$ cat src/rtl/flash_arbiter.sv
// flash_arbiter: grants one of three requesters ownership of the SPI flash
// interface, muxes the owner's command fields through, and routes the flash
// done pulses back to the owner. Non-preemptive fixed priority, one-cycle
// holdoff between grants, and a watchdog that force-releases a stuck owner.
module flash_arbiter #(
   parameter logic [27:0] TIMEOUT = 28'd200_000_000
) (
   input  logic         clk,
   input  logic         reset,
   input  logic [2:0]   req_in_progress,
   input  logic [2:0]   req_store_flash_command,
   input  logic [20:0]  req_wbuf_address,
   input  logic [95:0]  req_flash_command,
   input  logic [35:0]  req_flash_wr_nBits,
   input  logic [2:0]   req_send_write_command,
   input  logic [2:0]   req_read_bitstream,
   output logic         store_flash_command,
   output logic [6:0]   wbuf_address,
   output logic [31:0]  flash_command,
   output logic [11:0]  flash_wr_nBits,
   output logic         send_write_command,
   output logic         read_bitstream,
   input  logic         end_write_command,
   input  logic         end_bitstream,
   output logic [2:0]   grant,
   output logic [2:0]   req_end_write_command,
   output logic [2:0]   req_end_bitstream,
   output logic         flash_busy,
   output logic [1:0]   owner,
   output logic         timeout_err,
   output logic [1:0]   state,
   input  logic         clr_timeout_err
);

   localparam int unsigned N_REQ   = 3;
   localparam int unsigned WBUF_W  = 7;
   localparam int unsigned CMD_W   = 32;
   localparam int unsigned NBITS_W = 12;
   localparam int unsigned WDOG_W  = 28;

   typedef enum logic [1:0] {
      IDLE    = 2'd0,
      OWNED   = 2'd1,
      HOLDOFF = 2'd2
   } state_e;

   localparam logic [1:0] OWNER_NONE = 2'd3;

   state_e              state_q, state_d;
   logic [1:0]          owner_q, owner_d;
   logic [N_REQ-1:0]    grant_q, grant_d;
   logic [WDOG_W-1:0]   wdog_q, wdog_d;
   logic [N_REQ-1:0]    lock_q, lock_d;
   logic                err_q, err_d;
   logic                busy_q, busy_d;

   logic [N_REQ-1:0]    eligible;
   logic                sel_valid;
   logic [1:0]          sel_idx;
   logic                owner_req;
   logic                timeout_set;

   // Fixed-priority pick among requesters not locked out; index 0 wins.
   always_comb begin
      eligible  = req_in_progress & ~lock_q;
      sel_valid = 1'b0;
      sel_idx   = 2'd0;
      for (int i = N_REQ - 1; i >= 0; i--) begin
         if (eligible[i]) begin
            sel_valid = 1'b1;
            sel_idx   = 2'(i);
         end
      end
   end

   // Grant lifecycle: next state, owner, watchdog, lockout and sticky error.
   always_comb begin
      state_d     = state_q;
      owner_d     = owner_q;
      grant_d     = grant_q;
      wdog_d      = wdog_q;
      lock_d      = lock_q & req_in_progress;
      timeout_set = 1'b0;
      owner_req   = |(req_in_progress & grant_q);

      case (state_q)
         IDLE: begin
            if (sel_valid) begin
               state_d = OWNED;
               owner_d = sel_idx;
               grant_d = 3'b001 << sel_idx;
               wdog_d  = '0;
            end
         end
         OWNED: begin
            if (!owner_req) begin
               state_d = HOLDOFF;
               owner_d = OWNER_NONE;
               grant_d = '0;
               wdog_d  = '0;
            end else if (wdog_q == TIMEOUT - 28'd1) begin
               // Force release; the owner must drop its request before re-grant.
               state_d     = HOLDOFF;
               owner_d     = OWNER_NONE;
               grant_d     = '0;
               wdog_d      = '0;
               lock_d      = lock_d | grant_q;
               timeout_set = 1'b1;
            end else begin
               wdog_d = wdog_q + 28'd1;
            end
         end
         HOLDOFF: begin
            state_d = IDLE;
         end
         default: begin
            state_d = IDLE;
            owner_d = OWNER_NONE;
            grant_d = '0;
            wdog_d  = '0;
         end
      endcase

      err_d  = timeout_set | (err_q & ~clr_timeout_err);
      busy_d = (state_d != IDLE);
   end

   // State and bookkeeping registers with synchronous reset.
   always_ff @(posedge clk) begin
      if (reset) begin
         state_q <= IDLE;
         owner_q <= OWNER_NONE;
         grant_q <= '0;
         wdog_q  <= '0;
         lock_q  <= '0;
         err_q   <= 1'b0;
         busy_q  <= 1'b0;
      end else begin
         state_q <= state_d;
         owner_q <= owner_d;
         grant_q <= grant_d;
         wdog_q  <= wdog_d;
         lock_q  <= lock_d;
         err_q   <= err_d;
         busy_q  <= busy_d;
      end
   end

   // Flash-side mux: only the owner's fields pass, and only while OWNED.
   always_comb begin
      store_flash_command = 1'b0;
      wbuf_address        = '0;
      flash_command       = '0;
      flash_wr_nBits      = '0;
      send_write_command  = 1'b0;
      read_bitstream      = 1'b0;
      for (int i = 0; i < N_REQ; i++) begin
         if (state_q == OWNED && grant_q[i]) begin
            store_flash_command = req_store_flash_command[i];
            wbuf_address        = req_wbuf_address[WBUF_W*i +: WBUF_W];
            flash_command       = req_flash_command[CMD_W*i +: CMD_W];
            flash_wr_nBits      = req_flash_wr_nBits[NBITS_W*i +: NBITS_W];
            send_write_command  = req_send_write_command[i];
            read_bitstream      = req_read_bitstream[i];
         end
      end
   end

   // Done pulses go back to the owner only.
   always_comb begin
      req_end_write_command = '0;
      req_end_bitstream     = '0;
      if (state_q == OWNED) begin
         req_end_write_command = grant_q & {N_REQ{end_write_command}};
         req_end_bitstream     = grant_q & {N_REQ{end_bitstream}};
      end
   end

   assign grant       = grant_q;
   assign owner       = owner_q;
   assign timeout_err = err_q;
   assign flash_busy  = busy_q;
   assign state       = state_q;

endmodule

$ cat config.mk
export PLATFORM = sky130hd
export DESIGN_NAME = flash_arbiter
export DESIGN_NICKNAME = d
export VERILOG_FILES = /design/src/rtl/flash_arbiter.sv
export SDC_FILE = /design/constraint.sdc
export NUM_CORES = 1
export LEC_CHECK = 0
export ABC_AREA = 1
export CAP_MARGIN = 10
export CELL_PAD_IN_SITES_DETAIL_PLACEMENT = 0
export CELL_PAD_IN_SITES_GLOBAL_PLACEMENT = 1
export CORE_ASPECT_RATIO = 0.7
export CORE_UTILIZATION = 25
export CTS_CLUSTER_SIZE = 30
export DETAILED_ROUTE_END_ITERATION = 10
export GPL_TIMING_DRIVEN = 0
export PLACE_DENSITY_LB_ADDON = 0.1
export SLEW_MARGIN = 10
export SYNTH_ARGS = -nofsm -noshare
export SYNTH_HDL_FRONTEND = slang
export SYNTH_SLANG_ARGS = --single-unit
$ cat constraint.sdc
create_clock -name clk -period 2.8 [get_ports clk]
set_input_delay 0.42 -clock clk [delete_from_list [all_inputs] [get_ports clk]]
set_output_delay 0.42 -clock clk [all_outputs]
set_load 0.005 [all_outputs]
==> results.py <==
metrics = {
    "status": {
        "outcome": "complete, no violations",
    },
    "setup_path": {
        "cp.required_ps": 2380,
        "worstReg2RegStart": "wdog_q[1]",
        "crit_path_start_kind": "register",
        "critPathKind": "register to output pin",
        "crit_path_end_kind": "output pin",
        "r2r_cells": 11,
        "worstPathArrival_ps": 2310,
        "r2r_setup_slack_ps": 1060,
        "crit_fanout": 10,
        "regToRegEndpoint": "wdog_q[27]",
    },
    "yosys": {
        "synth_top_cell_area_share_pct": 22.0,
        "synth.area.top_cells": "dfxtp_1, nand2_1, nor2_1",
        "synth_top_cell_by_area": "dfxtp_1",
        "ys_warn_count": 0,
        "syn-num-nets": 793,
        "syn_avg_cell_area_um2": 5.86,
        "synth_cells": 622,
        "syn_area_um2": 3640,
        "ys_seq_elements": 40,
        "synth_seq_area_share_pct": 22.0,
        "yosysUniqueCellTypes": 32,
    },
    "cts": {
        "cts-buffers-inserted": 5,
        "clockBufferDepth": 2,
        "cts_hold_buf": 0,
        "clock_latency_ps": 280,
        "htree_levels": 2,
        "clk_pin_slew_ps": 60,
        "cts_tree": "yes",
        "root_buffer": "clkbuf_16",
        "clock-sinks": 40,
    },
    "final_layout": {
        "post-route-util_pct": 46.9,
        "instances_no_fill": 1061,
        "layout-drive-gt1-share_pct": 11.1,
        "diodes": 0,
        "fillers": 1474,
        "area_growth_pct": 81.0,
        "num-nets-final": 1041,
    },
    "grt": {
        "grt_pass1_vias": 4530,
        "grt_pass1_wl_um": 25700,
        "grt_antenna_before_repair": 0,
        "grt_remaining_overflow": 0,
        "grtUsageTotal_pct": 21.9,
        "grt_max_degree": 13,
    },
    "sta": {
        "worst_slack_ps": 69.9,
        "max_slew_margin_pct": 66.1,
        "finalHoldViolCount": 0,
        "skew_ps": 8.92,
        "rsz0062_at_grt": "yes",
        "drv_slew": 0,
        "max_freq_mhz": 366,
        "finalSetupViolations": 0,
        "fin_crit_sh_pct": 97.5,
        "worstMarginPinSlew_ps": 509,
        "finalCriticalPeriod_ps": 2730,
    },
    "min_path": {
        "hold_end": "lock_q[2]",
        "hold_class": "register to register",
        "whs_path_depth": 2,
        "min_from": "lock_q[2]",
    },
    "detailed_routing": {
        "viasPerCell": 4.80,
        "drc": 0,
        "drt_iter0_drc": 317,
        "wl_um": 18000,
        "wl_per_cell_um": 17.0,
        "ant_nets": 0,
        "dr.pass1.iters": 5,
        "num_vias": 5097,
    },
    "floorplanning": {
        "die-area_um2": 15100,
        "die_h_um": 103,
        "ios": 239,
        "die_w_um": 146,
        "fp.coreArea_um2": 14100,
        "initial_core_util_pct": 25.9,
        "fp-row-count": 36,
    },
    "power": {
        "p_total_mw": 1.81,
        "vdd_drop_max_v": 0.000226,
        "powerDensity_nw_per_um2": 275,
        "p_leak_nw": 2.53,
    },
    "placed_design": {
        "gp_congestion": 0.949,
        "dpl_worst_slack_ps": 125,
        "numPortBuffers": 238,
        "placed_cells": 1050,
        "dpl.hpwl_um": 14600,
    },
    "run": {
        "maxCapViolCount": 0,
    },
}
==> cell families after synthesis <==
kind of cell | synth area share (%)
AOI/OAI and AO/OA | 14.1
buffers and inverters | 10.5
adders and majority gates | 0.343
DFF | 22.0
and+or+nand+nor | 50.6
xor gates and xnor gates | 2.40
==> cells in the mapped netlist (all sizes together) <==
library cell,n
nand2,166
nor2,141
nand3,74
a31oi,56
inv,45
dfxtp,40
buf,28
a21oi,19
nand4,13
nor3,10
clkbuf,8
xor2,7
o21ai,4
o21bai,4
xnor2,3
a21o,1
ha,1
o211ai,1
or2,1
==> routing by layer <==
metal / global-route usage (%) / vias to the layer above / share of wire, %
met4: 4.09 / 0 / 1.5
met2: 33.0 / 193 / 43
met1: 31.9 / 2332 / 48
met5: 0 / - / 0
met3: 4.82 / 19 / 7.0
li1: - / 2553 / -
==> cell type report <==
cell class	count	area [um2]	share of cell area, %
timing repair buffer	240	2430	36.9
inverter	45	174	2.64
multi-input combinational	501	2520	38.2
sequential	40	803	12.2
clock buffer	7	133	2.01
clock inverter	1	8.76	0.133
timing repair inverter	1	7.51	0.114
buffer	36	279	4.23
tap	190	238	3.61
==> repair_timing <==
| item | CTS | global route |
|---|---|---|
| buffers inserted | 0 | 2 |
| gates cloned | 0 | 1 |
| resized for setup | 18 | 48 |
| endpoints found under the setup margin | 50 | 53 |
==> critical path, cell delays in order (launching register included) <==
cell and delay (ps):
dfxtp_2 370, inv_2 70, nor2_4 130, buf_8 160, nand2_4 100, inv_4 110
buf_4 180, nand3_1 150, a31oi_4 210, clkdlybuf4s50_1 530
==> cell usage in the layout, fill, tap and decap left out, types with 3 or more instances in the layout <==
cell               n
a21oi_1           18
a31oi_1           50
a31oi_2            4
buf_2              6
buf_4             18
clkbuf_1           4
clkbuf_16          5
clkbuf_4           6
clkdlybuf4s50_1  225
dfxtp_1           38
dlymetal6s2s_1    13
inv_1             42
nand2_1          157
nand2_2            5
nand3_1           72
nand4_1           13
nor2_1           116
nor2_2            20
nor2_4             5
nor3_1             5
nor3_2             5
o21ai_0            4
o21bai_1           4
xnor2_1            3
xor2_1             7
==> sequential cells by signal, summed over array words and instances (netlist names) <==
register     count
owner            2
state            2
flash_busy       1
grant            3
wdog_q          28
lock_q           3
timeout_err      1
==> power by group <==
group	total (mW)	switching, mW	leakage [nW]	internal, mW
clock network	0.565	0.232	0.0681	0.333
logic	0.651	0.252	2.14	0.398
registers	0.599	0.0149	0.325	0.584
total	1.81	0.499	2.53	1.32
==> per-stage QoR <==
stage / TNS, ps / cell area, um2 / hold slack (ps)
2_1_floorplan: 0 / 3640 / 437
3_3_place_gp: 0 / 6260 / 454
3_5_place_dp: 0 / 6260 / 459
4_1_cts: 0 / 6440 / 468
5_1_grt: -28.5 / 6590 / 497
6_report: 0 / 6590 / 469
==> worst max-delay path by stage <==
stage | to | cells after the start | slack (ps) | start
after floorplan | flash_command[0] | 7 | 1080 | state[0]
after global placement | flash_command[21] | 9 | 120 | state[0]
after detailed placement | flash_command[21] | 8 | 130 | state[0]
after CTS | flash_command[21] | 8 | 10 | state[0]
after global routing | flash_command[21] | 9 | -30 | state[0]
final | flash_command[21] | 9 | 70 | state[0]
No activity file was read; power rests on OpenSTA's default activity.
==> edit 1 (same flow settings) <==
Register the output `timeout_err` once more; this adds one clock of latency there. The other outputs are not delayed to match.
--- a/src/rtl/flash_arbiter.sv
+++ b/src/rtl/flash_arbiter.sv
@@ -178,7 +178,9 @@
 
    assign grant       = grant_q;
    assign owner       = owner_q;
-   assign timeout_err = err_q;
+   always_ff @(posedge clk) begin
+      timeout_err <= err_q;
+   end
    assign flash_busy  = busy_q;
    assign state       = state_q;
 
Behaviour: same outputs for any inputs over 4 cycles, from zero or initial values and one cycle with reset high; that may be too few to reach the edited logic, so the function may still have changed.
==> edit 1 against the unedited design <==
  * Clock skew is 0.0029 ns lower
  * Sequential share of layout area is 0.51 points higher
  * Worst setup slack better by 0.064 ns
  * Power is 5.1% higher
  * First-iteration DRC count is 8.5% higher
  * Sequential cell count is 1 higher
  * Routed wire length is 4.5% lower
  * Worst hold slack worse by 0.12 ns
  * Area after synthesis is 1.2% lower
  * Final area is 1.8% lower
  * Largest cell class unchanged
  * Register-to-register slack worse by 0.13 ns
  * Die area is 1.2% lower
  * Critical path depth is 1 lower
==> edit 1: results (changes against the unedited design) <==
[detailed_routing]
detail_route.wirelength_um=17200  ; -4.5%
num_vias=5118  ; +0.41%
routedWlPerCell_um=16.1  ; -5.1%
drtIter0Drc=344  ; +8.5%

[cells_and_area]
nNetsFinal=1047  ; +0.58%
post_route_cells_drive_above_1_share_pct=9.01  ; -2.1 points
fillerInstances=1438  ; -2.4%
utilization_pct=46.4  ; -0.53 points

[worst_hold_path]
worst_hold_startpoint=err_q

[global_routing]
grt_pass1_wl_um=25100  ; -2.4%
grt_pass1_vias=4547  ; +0.38%
grt_start_max_net_pins=15  ; +2
number_of_antenna_violations_at_the_first_check_in_global_routing=1  ; +1
grt_use_total_pct=21.5  ; -0.42 points

[placed_design]
detailed_place_hpwl_um=14000  ; -4.1%
post-place-cells=1056  ; +0.57%
gp_routability_congestion=0.924  ; -2.7%
placed_area_mm2=0.00622  ; -0.72%

[pwr]
power_leakage_nw=2.35  ; -7.3%
peakVddDrop_v=0.000222  ; -1.8%

[critical_path]
slowest_delay_ns=0.56  ; +0.03 ns
timing.critical_path.max_delay_family=buffers and inverters
arrival_ns=2.25  ; -0.06 ns
r2r_start=wdog_q[1]

[logic_synthesis]
yosys-top-cells-area=sky130_fd_sc_hd__dfxtp_1 (23%), sky130_fd_sc_hd__nand2_1 (17%), sky130_fd_sc_hd__nor2_1 (13%)
synth.top_cells.by_count=sky130_fd_sc_hd__nand2_1 (159), sky130_fd_sc_hd__nor2_1 (122), sky130_fd_sc_hd__nand3_1 (76)
avgSynthCellArea_um2=5.73  ; -2.2%
synth.distinct_cells=34  ; +6.3%
synth_seq_area_share_pct=22.8  ; +0.83 points
yosys_warnings=0  ; unchanged

[clocking]
cts.reportedPaths.clkPinSlew_ns=0.06  ; about the same

[sta]
worst_slew_pin_slew_ns=0.678  ; +0.169 ns
clock_skew_ns=0.00599  ; -0.00293 ns

[run_status]
outcome=completed

edit 1: path summary, 6_finish.rpt:
path                  endpoint  slack (ns)  depth (start not counted)
max reg2reg         wdog_q[20]        0.93                         11
min reg2reg        timeout_err        0.35                          0
min                timeout_err        0.35                          0
max          flash_command[23]        0.13                          8
edit 1: report_power, final:
group | internal (mW) | switching [mW] | total, mW
Combinational | 0.387 | 0.235 | 0.622
Sequential | 0.598 | 0.0116 | 0.610
Clock | 0.422 | 0.254 | 0.676
edit 1: through the flow:
stage	TNS, ns	setup WS, ns
2_1_floorplan	0	1.06
3_3_place_gp	0	0.0233
3_5_place_dp	-0.0108	-0.0108
4_1_cts	0	0.000678
5_1_grt	0	0.00859
6_report	0	0.134
edit 1: area by class of cell:
cell class	instances	area share, %
inverter	53	3.15
multi-input combinational	501	37.2
tap	190	3.67
sequential	41	12.7
timing repair inverter	1	0.116
timing repair buffer	240	37.1
clock inverter	3	0.715
buffer	33	3.44
clock buffer	5	1.93
edit 1: routing by layer:
metal | up-vias | wire [µm] | part of all wire [%] | track usage [%]
li1 | 2563 | - | - | -
met2 | 182 | 7690 | 45 | 33.6
met4 | 0 | 198 | 1.2 | 3.64
met1 | 2354 | 8160 | 47 | 30.3
met5 | - | 0 | 0 | 0
met3 | 19 | 1140 | 6.6 | 5.13
edit 1: kinds of logic (layout without fill, tap and decap cells):
| group | Yosys count | in the layout | synth area share (%) |
|---|---|---|---|
| compound gates | 84 | 84 | 14.1 |
| flops | 41 | 41 | 22.8 |
| buf+inv | 86 | 335 | 10.5 |
| simple gates | 407 | 407 | 50.1 |
| xor+xnor | 9 | 9 | 2.19 |
| fa+ha+maj | 1 | 1 | 0.348 |
edit 1: timing repair:
action | CTS | global route
pin swaps | 1 | 0
gates cloned | 0 | 1
setup endpoints to repair | 56 | 54
resized for setup | 14 | 25
setup buffers | 2 | 0
hold endpoints to repair | 0 | 0
==> edit 2 (config.mk and constraints unchanged) <==
Without the edit above. Set the parameter `TIMEOUT` to 28'd100000000 (it was 28'd200_000_000).
--- a/src/rtl/flash_arbiter.sv
+++ b/src/rtl/flash_arbiter.sv
@@ -3,7 +3,7 @@
 // done pulses back to the owner. Non-preemptive fixed priority, one-cycle
 // holdoff between grants, and a watchdog that force-releases a stuck owner.
 module flash_arbiter #(
-   parameter logic [27:0] TIMEOUT = 28'd200_000_000
+   parameter logic [27:0] TIMEOUT = 28'd100000000
 ) (
    input  logic         clk,
    input  logic         reset,
Check against the original RTL: same outputs for any inputs over 4 cycles, from zero or initial values and one cycle with reset high; that may be too few to reach the edited logic, so the function may still have changed.
==> edit 2 against the unedited design <==
  * Worst setup slack improved by 0.050 ns
  * Worst hold slack barely moved
  * Sequential share of layout area up 0.41 points
  * Area after synthesis fell by 3.3%
  * Critical endpoint is now wbuf_address[3]
  * Sequential cell count stayed put
  * Final area decreased by 3.3%
  * Register-to-register slack lost 0.11 ns
  * Power increased by 2.6%
  * Combinational power is 11% lower
  * Final cell count down 0.28%
  * Routed wire length fell by 1.4%
  * Synthesized cell count is 0.48% higher
  * Clock skew fell by 0.0018 ns
==> edit 2: results (changes against the unedited design) <==
[detailed_routing]
met3_wirelength_um=1210  ; -3.7%
num_vias=5133  ; +0.71%
met2_length_um=7850  ; +0.59%
met1_length_um=8390  ; -3.2%
detail_route.wirelength_um=17800  ; -1.4%
drtIter0Drc=276  ; -13%

[pwr]
power.sequential.fraction_pct=32.1  ; -0.9 points
power.switching_fraction_pct=26.3  ; -1.2 points
pwr-share-comb_pct=31.0  ; -4.9 points
power_leakage_nw=2.25  ; -11%
power-top-group=clock

[clocking]
cts.reportedPaths.clkPinSlew_ns=0.06  ; about the same

[run_status]
outcome=completed

[cells_and_area]
largest_reg_flops=28  ; unchanged
post_route_cells_drive_above_1_share_pct=8.13  ; -3.0 points
nNetsFinal=1043  ; +0.19%
fillerInstances=1370  ; -7.1%

[die]
core.rowCount=35  ; -2.8%

[logic_synthesis]
synth-compound-area-share_pct=13.7  ; -0.41 points
synth.top_cells.by_count=sky130_fd_sc_hd__nand2_1 (165), sky130_fd_sc_hd__nor2_1 (126), sky130_fd_sc_hd__nand3_1 (75)
synth_seq_area_share_pct=22.7  ; +0.75 points
yosys-top-cells-area=sky130_fd_sc_hd__dfxtp_1 (23%), sky130_fd_sc_hd__nand2_1 (18%), sky130_fd_sc_hd__nor2_1 (13%)
fraction_of_the_mapped_netlist_area_in_adder_cells_pct=0.355  ; +0.012 points
postSynthNetCount=796  ; +0.38%
synth_xor_xnor_area_share_pct=1.99  ; -0.42 points

[placed_design]
gp_routability_congestion=0.918  ; -3.3%
port-buffer-count=237  ; -0.42%

[global_routing]
grt_start_max_net_pins=15  ; +2
grt_pass1_wl_um=26400  ; +2.9%
globalRouteMet2Util_pct=36.0  ; +2.9 points
met1_usage_pct=34.3  ; +2.4 points
grt_pass1_vias=4671  ; +3.1%
global_route.usage.met3_pct=4.63  ; -0.19 points

[sta]
maxSlewHeadroom_pct=63.4  ; -2.7 points

[critical_path]
arrival_ns=2.26  ; -0.05 ns
cpMaxStageDelayCell=sky130_fd_sc_hd__clkdlybuf4s50_1
slowest_delay_ns=0.58  ; +0.05 ns

[worst_hold_path]
worst_hold_startpoint=lock_q[0]

==> edit 2: cell count changes after synthesis, moves of 4 or more <==
cell,before,now
sky130_fd_sc_hd__nor2_2,20,6
sky130_fd_sc_hd__nand2_1,158,165
sky130_fd_sc_hd__nor2_1,116,126
sky130_fd_sc_hd__o21bai_1,4,0
sky130_fd_sc_hd__nor3_1,5,10
sky130_fd_sc_hd__buf_2,23,16
sky130_fd_sc_hd__clkbuf_1,8,14
sky130_fd_sc_hd__inv_1,42,47
==> edit 2: through the flow <==
step / power, mW / instances / setup WS [ns] / instance area, µm² / hold WS [ns]
floorplan: 0.766 / 625 / 1.10 / 3520 / 0.443
global placement: 1.17 / 1047 / 0.122 / 6130 / 0.448
detailed placement: 1.17 / 1047 / 0.0641 / 6130 / 0.455
CTS: 1.87 / 1056 / 0.0205 / 6330 / 0.470
global route: 1.95 / 1058 / 0.00386 / 6380 / 0.484
finish: 1.86 / 1058 / 0.119 / 6380 / 0.469
==> edit 2: worst paths after layout <==
path                      to  slack, ns  cells after the start
max          wbuf_address[3]       0.12                      7
max reg2reg       wdog_q[15]       0.95                     11
min                lock_q[0]       0.47                      2
min reg2reg        lock_q[0]       0.47                      2
==> edit 2: cell families after synthesis <==
group           count (synthesis)
compound gates                 81
xor+xnor                        8
fa+ha+maj                       1
buf+inv                        85
flops                          40
simple gates                  410
==> edit 2: cell type report <==
class                   count  area (µm²)  share of cell area, %
clock inverters             3        46.3                  0.726
multi-input cells         500        2360                   37.0
plain buffers              34         219                   3.43
well taps                 185         231                   3.63
inverters                  51         196                   3.08
flip-flops and latches     40         803                   12.6
repair buffers            240        2400                   37.6
clock buffers               5         125                   1.96
==> edit 2: repair_timing <==
action,CTS,global route
endpoints found under the setup margin,56,51
pin swaps,1,0
setup buffers,1,2
gates resized for setup,16,22
